**src/rtl/execute_stage.sv**
```systemverilog
// Execute stage: single-cycle RV32I ALU/branch compare plus an iterative
// RV32M multiply/divide unit that stalls upstream while it runs.

package rvga_pkg;
  localparam logic [6:0] opc_op        = 7'b0110011;
  localparam logic [6:0] funct7_muldiv = 7'b0000001;

  typedef struct packed {
    logic        v;
    logic [31:0] pc;
    logic [6:0]  opcode;
    logic [4:0]  rs1;
    logic [4:0]  rs2;
    logic [4:0]  rd;
    logic [2:0]  funct3;
    logic [6:0]  funct7;
    logic        imm_v;
    logic        addpc_v;
    logic        jmp_v;
    logic        br_v;
    logic        wb_v;
    logic [31:0] imm;
    logic [31:0] rs1_data;
    logic [31:0] rs2_data;
  } rvga_decode_cword;

  typedef struct packed {
    rvga_decode_cword dec;
    logic [31:0]      alu_result;
    logic             bru_result;
  } rvga_execute_cword;
endpackage

// state     | meaning
// st_idle   | no M op in flight; base ops flow through in one cycle
// st_busy   | one mul/div step per cycle, upstream stalled, bubbles out
// st_done   | result ready; retires into the output register when not stalled
module execute_stage
  import rvga_pkg::*;
#(
  parameter int xlen_p = 32,
  parameter int iter_p = 32
) (
  input  logic              clk_i,
  input  logic              rst_i,
  input  logic              stall_v_i,
  input  logic              flush_v_i,
  input  rvga_decode_cword  cword_i,
  output rvga_execute_cword cword_o,
  output logic              stall_v_o
);

  localparam int cnt_w = $clog2(iter_p);
  localparam logic [cnt_w-1:0] cnt_last = cnt_w'(iter_p - 1);

  typedef enum logic [1:0] {st_idle, st_busy, st_done} state_e;

  state_e            state_q;
  rvga_decode_cword  lat_q;
  logic [xlen_p-1:0] acc_hi_q, acc_lo_q, opb_q;
  logic [cnt_w-1:0]  cnt_q;
  logic              q_neg_q, r_neg_q;
  rvga_execute_cword out_q;

  logic              m_op;
  logic              a_signed, b_signed, a_neg, b_neg;
  logic [xlen_p-1:0] a_mag, b_mag;
  logic [31:0]       alu_opb, alu_res;
  logic [4:0]        shamt;
  logic              bru_res;
  logic [xlen_p:0]   mul_sum, div_rem_sh, div_diff;
  logic [xlen_p-1:0] hi_d, lo_d;
  logic [2*xlen_p-1:0] prod, prod_fix;
  logic [xlen_p-1:0] quot, remv, m_result;
  logic              div0;
  rvga_execute_cword base_word, out_d;

  assign m_op = cword_i.v & (cword_i.opcode == opc_op) & (cword_i.funct7 == funct7_muldiv);

  // funct3: 000 mul, 001 mulh, 010 mulhsu, 011 mulhu, 100 div, 101 divu, 110 rem, 111 remu
  assign a_signed = (cword_i.funct3 == 3'b001) | (cword_i.funct3 == 3'b010) |
                    (cword_i.funct3 == 3'b100) | (cword_i.funct3 == 3'b110);
  assign b_signed = (cword_i.funct3 == 3'b001) | (cword_i.funct3 == 3'b100) |
                    (cword_i.funct3 == 3'b110);
  assign a_neg    = a_signed & cword_i.rs1_data[31];
  assign b_neg    = b_signed & cword_i.rs2_data[31];
  assign a_mag    = a_neg ? -cword_i.rs1_data : cword_i.rs1_data;
  assign b_mag    = b_neg ? -cword_i.rs2_data : cword_i.rs2_data;

  // Base ALU result for the word currently presented.
  always_comb begin
    alu_opb = cword_i.imm_v ? cword_i.imm : cword_i.rs2_data;
    shamt   = alu_opb[4:0];
    alu_res = '0;
    if (cword_i.jmp_v) begin
      alu_res = cword_i.pc + 32'd4;
    end else if (cword_i.addpc_v) begin
      alu_res = cword_i.pc + cword_i.imm;
    end else begin
      case (cword_i.funct3)
        3'b000: alu_res = (!cword_i.imm_v && cword_i.funct7[5]) ? cword_i.rs1_data - alu_opb
                                                                : cword_i.rs1_data + alu_opb;
        3'b001: alu_res = cword_i.rs1_data << shamt;
        3'b010: alu_res = {31'b0, $signed(cword_i.rs1_data) < $signed(alu_opb)};
        3'b011: alu_res = {31'b0, cword_i.rs1_data < alu_opb};
        3'b100: alu_res = cword_i.rs1_data ^ alu_opb;
        3'b101: alu_res = cword_i.funct7[5] ? 32'($signed(cword_i.rs1_data) >>> shamt)
                                            : cword_i.rs1_data >> shamt;
        3'b110: alu_res = cword_i.rs1_data | alu_opb;
        default: alu_res = cword_i.rs1_data & alu_opb;
      endcase
    end
  end

  // Branch compare of rs1 against rs2; non-branch funct3 codes compare false.
  always_comb begin
    case (cword_i.funct3)
      3'b000:  bru_res = cword_i.rs1_data == cword_i.rs2_data;
      3'b001:  bru_res = cword_i.rs1_data != cword_i.rs2_data;
      3'b100:  bru_res = $signed(cword_i.rs1_data) <  $signed(cword_i.rs2_data);
      3'b101:  bru_res = $signed(cword_i.rs1_data) >= $signed(cword_i.rs2_data);
      3'b110:  bru_res = cword_i.rs1_data <  cword_i.rs2_data;
      3'b111:  bru_res = cword_i.rs1_data >= cword_i.rs2_data;
      default: bru_res = 1'b0;
    endcase
  end

  // One iteration: shift-add multiply (hi:lo holds partial product : multiplier)
  // or restoring divide (hi:lo holds remainder : dividend/quotient).
  always_comb begin
    mul_sum    = {1'b0, acc_hi_q} + {1'b0, (acc_lo_q[0] ? opb_q : '0)};
    div_rem_sh = {acc_hi_q, acc_lo_q[xlen_p-1]};
    div_diff   = div_rem_sh - {1'b0, opb_q};
    if (lat_q.funct3[2]) begin
      if (!div_diff[xlen_p]) begin
        hi_d = div_diff[xlen_p-1:0];
        lo_d = {acc_lo_q[xlen_p-2:0], 1'b1};
      end else begin
        hi_d = div_rem_sh[xlen_p-1:0];
        lo_d = {acc_lo_q[xlen_p-2:0], 1'b0};
      end
    end else begin
      hi_d = mul_sum[xlen_p:1];
      lo_d = {mul_sum[0], acc_lo_q[xlen_p-1:1]};
    end
  end

  // Sign correction and word select once iteration has finished.
  always_comb begin
    div0     = (lat_q.rs2_data == '0);
    prod     = {acc_hi_q, acc_lo_q};
    prod_fix = q_neg_q ? -prod : prod;
    quot     = div0 ? '1 : (q_neg_q ? -acc_lo_q : acc_lo_q);
    remv     = div0 ? lat_q.rs1_data : (r_neg_q ? -acc_hi_q : acc_hi_q);
    case (lat_q.funct3)
      3'b000:                 m_result = prod_fix[xlen_p-1:0];
      3'b001, 3'b010, 3'b011: m_result = prod_fix[2*xlen_p-1:xlen_p];
      3'b100, 3'b101:         m_result = quot;
      default:                m_result = remv;
    endcase
  end

  // Next output word: flush and in-flight M ops produce bubbles.
  always_comb begin
    base_word = '0;
    if (cword_i.v) begin
      base_word.dec        = cword_i;
      base_word.alu_result = alu_res;
      base_word.bru_result = bru_res;
    end
    out_d = base_word;
    if (flush_v_i) begin
      out_d = '0;
    end else if (state_q == st_busy) begin
      out_d = '0;
    end else if (state_q == st_done) begin
      out_d.dec        = lat_q;
      out_d.alu_result = m_result;
      out_d.bru_result = 1'b0;
    end else if (m_op) begin
      out_d = '0;
    end
  end

  // M unit sequencer; iteration keeps running under stall_v_i.
  always_ff @(posedge clk_i or negedge rst_i) begin
    if (!rst_i) begin
      state_q  <= st_idle;
      lat_q    <= '0;
      acc_hi_q <= '0;
      acc_lo_q <= '0;
      opb_q    <= '0;
      cnt_q    <= '0;
      q_neg_q  <= 1'b0;
      r_neg_q  <= 1'b0;
    end else if (flush_v_i) begin
      state_q <= st_idle;
      cnt_q   <= '0;
    end else begin
      case (state_q)
        st_idle: begin
          if (m_op && !stall_v_i) begin
            lat_q    <= cword_i;
            q_neg_q  <= a_neg ^ b_neg;
            r_neg_q  <= a_neg;
            acc_hi_q <= '0;
            cnt_q    <= '0;
            state_q  <= st_busy;
            if (cword_i.funct3[2]) begin
              acc_lo_q <= a_mag;
              opb_q    <= b_mag;
            end else begin
              acc_lo_q <= b_mag;
              opb_q    <= a_mag;
            end
          end
        end
        st_busy: begin
          acc_hi_q <= hi_d;
          acc_lo_q <= lo_d;
          cnt_q    <= cnt_q + cnt_w'(1);
          if (cnt_q == cnt_last) state_q <= st_done;
        end
        st_done: begin
          if (!stall_v_i) state_q <= st_idle;
        end
        default: state_q <= st_idle;
      endcase
    end
  end

  // Output register; flush overrides a downstream hold.
  always_ff @(posedge clk_i or negedge rst_i) begin
    if (!rst_i) begin
      out_q <= '0;
    end else if (!stall_v_i || flush_v_i) begin
      out_q <= out_d;
    end
  end

  assign cword_o = out_q;

  // Gated by reset so the hold drops immediately while reset is asserted.
  assign stall_v_o = rst_i & ((state_q == st_busy) |
                              ((state_q == st_idle) & m_op & !flush_v_i));

endmodule

```
**config.mk**
```make
export PLATFORM = sky130hd
export DESIGN_NAME = execute_stage
export DESIGN_NICKNAME = d
export VERILOG_FILES = /design/src/rtl/execute_stage.sv
export SDC_FILE = /design/constraint.sdc
export NUM_CORES = 2
export LEC_CHECK = 0
export CAP_MARGIN = 20
export CORE_UTILIZATION = 40
export DETAILED_ROUTE_END_ITERATION = 7
export SLEW_MARGIN = 20
export SYNTH_ARGS = -nofsm -noshare
export SYNTH_HDL_FRONTEND = slang
export SYNTH_SLANG_ARGS = --single-unit
```
**constraint.sdc**
```tcl
create_clock -name clk_i -period 5 [get_ports clk_i]
set_input_delay 1.25 -clock clk_i [delete_from_list [all_inputs] [get_ports clk_i]]
set_output_delay 1.25 -clock clk_i [all_outputs]
set_load 0.02 [all_outputs]
```
==> flow_metrics.py <==
metrics = {
    "yosys": {
        "synth_top_area_share_pct": 29.1,
        "synth_edf_count": 0,
        "yosys.area.top_type": "dfrtp_1",
        "synth.net_count": 5347,
        "netlist_area_um2": 40400,
        "synth.area.top_cells": "dfrtp_1, ha_1, o21ai_0",
        "synth-async-reset-ratio_pct": 100,
        "synth_most_common_cell": "dfrtp_1",
        "yosysSeqAreaShare_pct": 29.1,
        "yosys_warnings": 0,
        "synth_top_flop_cell": "dfrtp_1",
        "synth_cells": 4914,
        "yosysUniqueCellTypes": 89,
        "synth_top_cells_by_count": "dfrtp_1, nand2_1, o21ai_0",
        "synth.ff_latch_count": 470,
        "synth_area_per_cell_um2": 8.22,
    },
    "global_routing": {
        "grt_max_degree": 200,
        "antenna_found_initial": 13,
        "grt_pass1_wl_mm": 292,
        "grt_pass1_vias": 41200,
        "grt-ovfl-total": 0,
        "grt_usage_pct": 39.0,
    },
    "worst_setup_path": {
        "reg2reg_depth": 14,
        "crit_path_max_incr_delay_ns": 0.69,
        "worst_path_max_delay_cell": "clkdlybuf4s50_1",
        "cp.arrival_ns": 3.57,
        "path_cells": "clkdlybuf4s50_1 > nor4_1 > nand4_1 > nor2_1 > nor2_1 > nor3b_1 > clkdlybuf4s50_1",
        "crit_fanout": 4,
        "critical_path_class": "in -> out",
        "crit_path_start_kind": "input pin",
        "cp-end-kind": "output pin",
        "critPathRequiredTime_ns": 3.75,
    },
    "placement": {
        "io_buffers": 369,
        "placedCellCount": 6885,
        "pre_cts_ws_ns": -0.496,
        "gp_congestion": 1.05,
        "hpwl_mm": 161,
    },
    "routing": {
        "routed_wl_mm": 206,
        "wire_per_inst_um": 29.4,
        "wl_met3_mm": 21.0,
        "wl_met2_mm": 87.9,
        "drt_pass1_iterations": 8,
        "via_count": 43900,
        "top_layer_used": "met5",
        "drtIter0Drc": 5971,
        "wl_met1_mm": 83.8,
        "remaining_drc_errors": 3,
        "ant_nets": 0,
        "vias_per_cell": 6.28,
    },
    "layout": {
        "nets": 6078,
        "syn_to_final_growth_pct": 27.9,
        "n_fill_cell": 9647,
        "fin_cells": 6993,
        "layout-drive-gt1-share_pct": 16.7,
    },
    "clock_network": {
        "clock_sinks": 470,
        "clock_path_buffers": 3,
        "htree_levels": 2,
        "worstSkewPairLatency_ns": 0.68,
        "clkTransAtPathRegs_ns": 0.06,
        "root_buffer": "clkbuf_16",
        "numCtsBuffers": 56,
        "cts_tree": "yes",
    },
    "floorplanning": {
        "core_um2": 100000,
        "die_y_um": 320,
        "boundaryPins": 370,
        "die_area_um2": 102000,
        "start_util_pct": 40.3,
        "rows": 116,
        "die_w_um": 320,
    },
    "outcome": {
        "status": "finished, violations left",
        "violations": "design-rule violations",
    },
    "timing": {
        "setup_slack_ns": 0.180,
        "period_share_pct": 96.4,
        "max_freq_mhz": 207,
        "relSlewSlack_pct": 19.0,
        "hold_viol_final": 0,
        "setup_viol": 0,
        "rsz0062_at_grt": "false",
        "worst_slew_pin_slew_ns": 1.20,
        "drv_slew": 0,
        "period_needed_ns": 4.82,
        "clock-skew-final_ns": 0.0363,
        "tns_ns": 0,
    },
    "pwr": {
        "p_total_uw": 12000,
        "power_leakage_uw": 0.0243,
        "power_density_nw_per_um2": 231,
        "peakVddDrop_mv": 0.270,
    },
    "worst_hold_path": {
        "hp-class": "in -> async",
    },
    "run": {
        "max-cap-violations": 0,
    },
}
## power by group
group / switching (µW) / total (µW) / leakage (µW) / internal (µW)
clock: 1810 / 4360 / 0.000947 / 2550
sequential: 77.9 / 3950 / 0.00649 / 3870
combinational: 2150 / 3660 / 0.0169 / 1500
total: 4040 / 12000 / 0.0243 / 7930
## path summary, 6_finish.rpt
kind | startpoint | to | slack [ns]
worst max-delay path | cword_i[104] | stall_v_o | 0.18
max in group asynchronous | rst_i | q_neg_q | 2.94
worst max register to register | acc_lo_q[0] | acc_hi_q[29] | 0.60
worst min register to register | lat_q[130] | lat_q[130] | 0.47
worst min-delay path | rst_i | cword_o[188] | 0.45
min in group clk_i | lat_q[130] | lat_q[130] | 0.47
## kinds of logic (layout without fill, tap and decap cells)
group | Yosys count | count (layout) | synth area share [%]
adders and majority gates | 263 | 263 | 8.24
AOI/OAI and AO/OA | 1571 | 1571 | 26.4
buffers and inverters | 729 | 1506 | 6.83
xor gates and xnor gates | 285 | 285 | 6.18
DFF | 470 | 470 | 29.1
other | 0 | 4 | 0
and+or+nand+nor | 1306 | 1306 | 14.8
muxes | 290 | 290 | 8.49
## final cells by class
| cell class | instances | area, µm² | share of cell area [%] |
|---|---|---|---|
| multi-input combinational | 3715 | 26000 | 50.3 |
| sequential | 470 | 11800 | 22.8 |
| timing repair buffer | 1033 | 8990 | 17.4 |
| tap | 1298 | 1620 | 3.14 |
| clock buffer | 75 | 1550 | 3.01 |
| inverter | 369 | 1390 | 2.68 |
| clock inverter | 29 | 378 | 0.731 |
| antenna | 4 | 10.0 | 0.0194 |
## metrics by stage
step,hold slack (ns),cell area (µm²),util (%)
floorplan,0.435,40500,-
global placement,0.452,49700,49.7
detailed placement,0.455,49700,49.7
CTS,0.435,51700,51.6
global route,0.471,51700,51.6
finish,0.452,51700,51.6
## registers in the layout, indices dropped and copies added, names as in the netlist
signal    count
r_neg_q       1
acc_hi_q     32
q_neg_q       1
opb_q        32
lat_q       166
state_q       2
cnt_q         5
cword_o     199
acc_lo_q     32
## worst max-delay path: cells and delay by family
| family | cells | cell delay (ns) |
|---|---|---|
| and+or+nand+nor | 5 | 1.12 |
| buffers and inverters | 2 | 1.20 |
## routing by layer
layer | vias up | GRT usage (%)
li1 | 19500 | -
met1 | 21600 | 52.7
met2 | 2454 | 58.0
met3 | 448 | 7.86
met4 | 10 | 21.7
met5 | - | 0
## placed cells by master, fill, tap and decap left out, types with 33 or more instances in the layout
cell,synthesis,layout
inv_1,359,359
a211oi_1,54,54
nor4_1,36,36
nor2_1,377,376
buf_4,0,639
dfrtp_1,470,468
ha_1,258,258
nand2b_1,35,33
o211ai_1,57,57
xor2_1,118,118
a21oi_1,353,353
o221ai_1,43,43
nor3_1,82,78
a222oi_1,170,170
a31oi_1,45,45
mux2i_1,159,156
nand2_1,456,456
and3_1,34,34
or3_1,46,45
clkbuf_16,0,57
a21o_1,55,55
clkdlybuf4s50_1,0,363
o31ai_1,50,49
o21a_1,51,51
nand4_1,35,35
nand3_1,82,82
xnor2_1,167,167
a22oi_1,52,52
mux2_2,97,97
o21ai_0,394,392
## timing repair
item                                    CTS  global route
gates resized for setup                   0             1
setup buffers                             0             0
hold buffers                              0             0
endpoints found under the setup margin    0             2
Note: power is estimated with default switching activity, not from simulation.
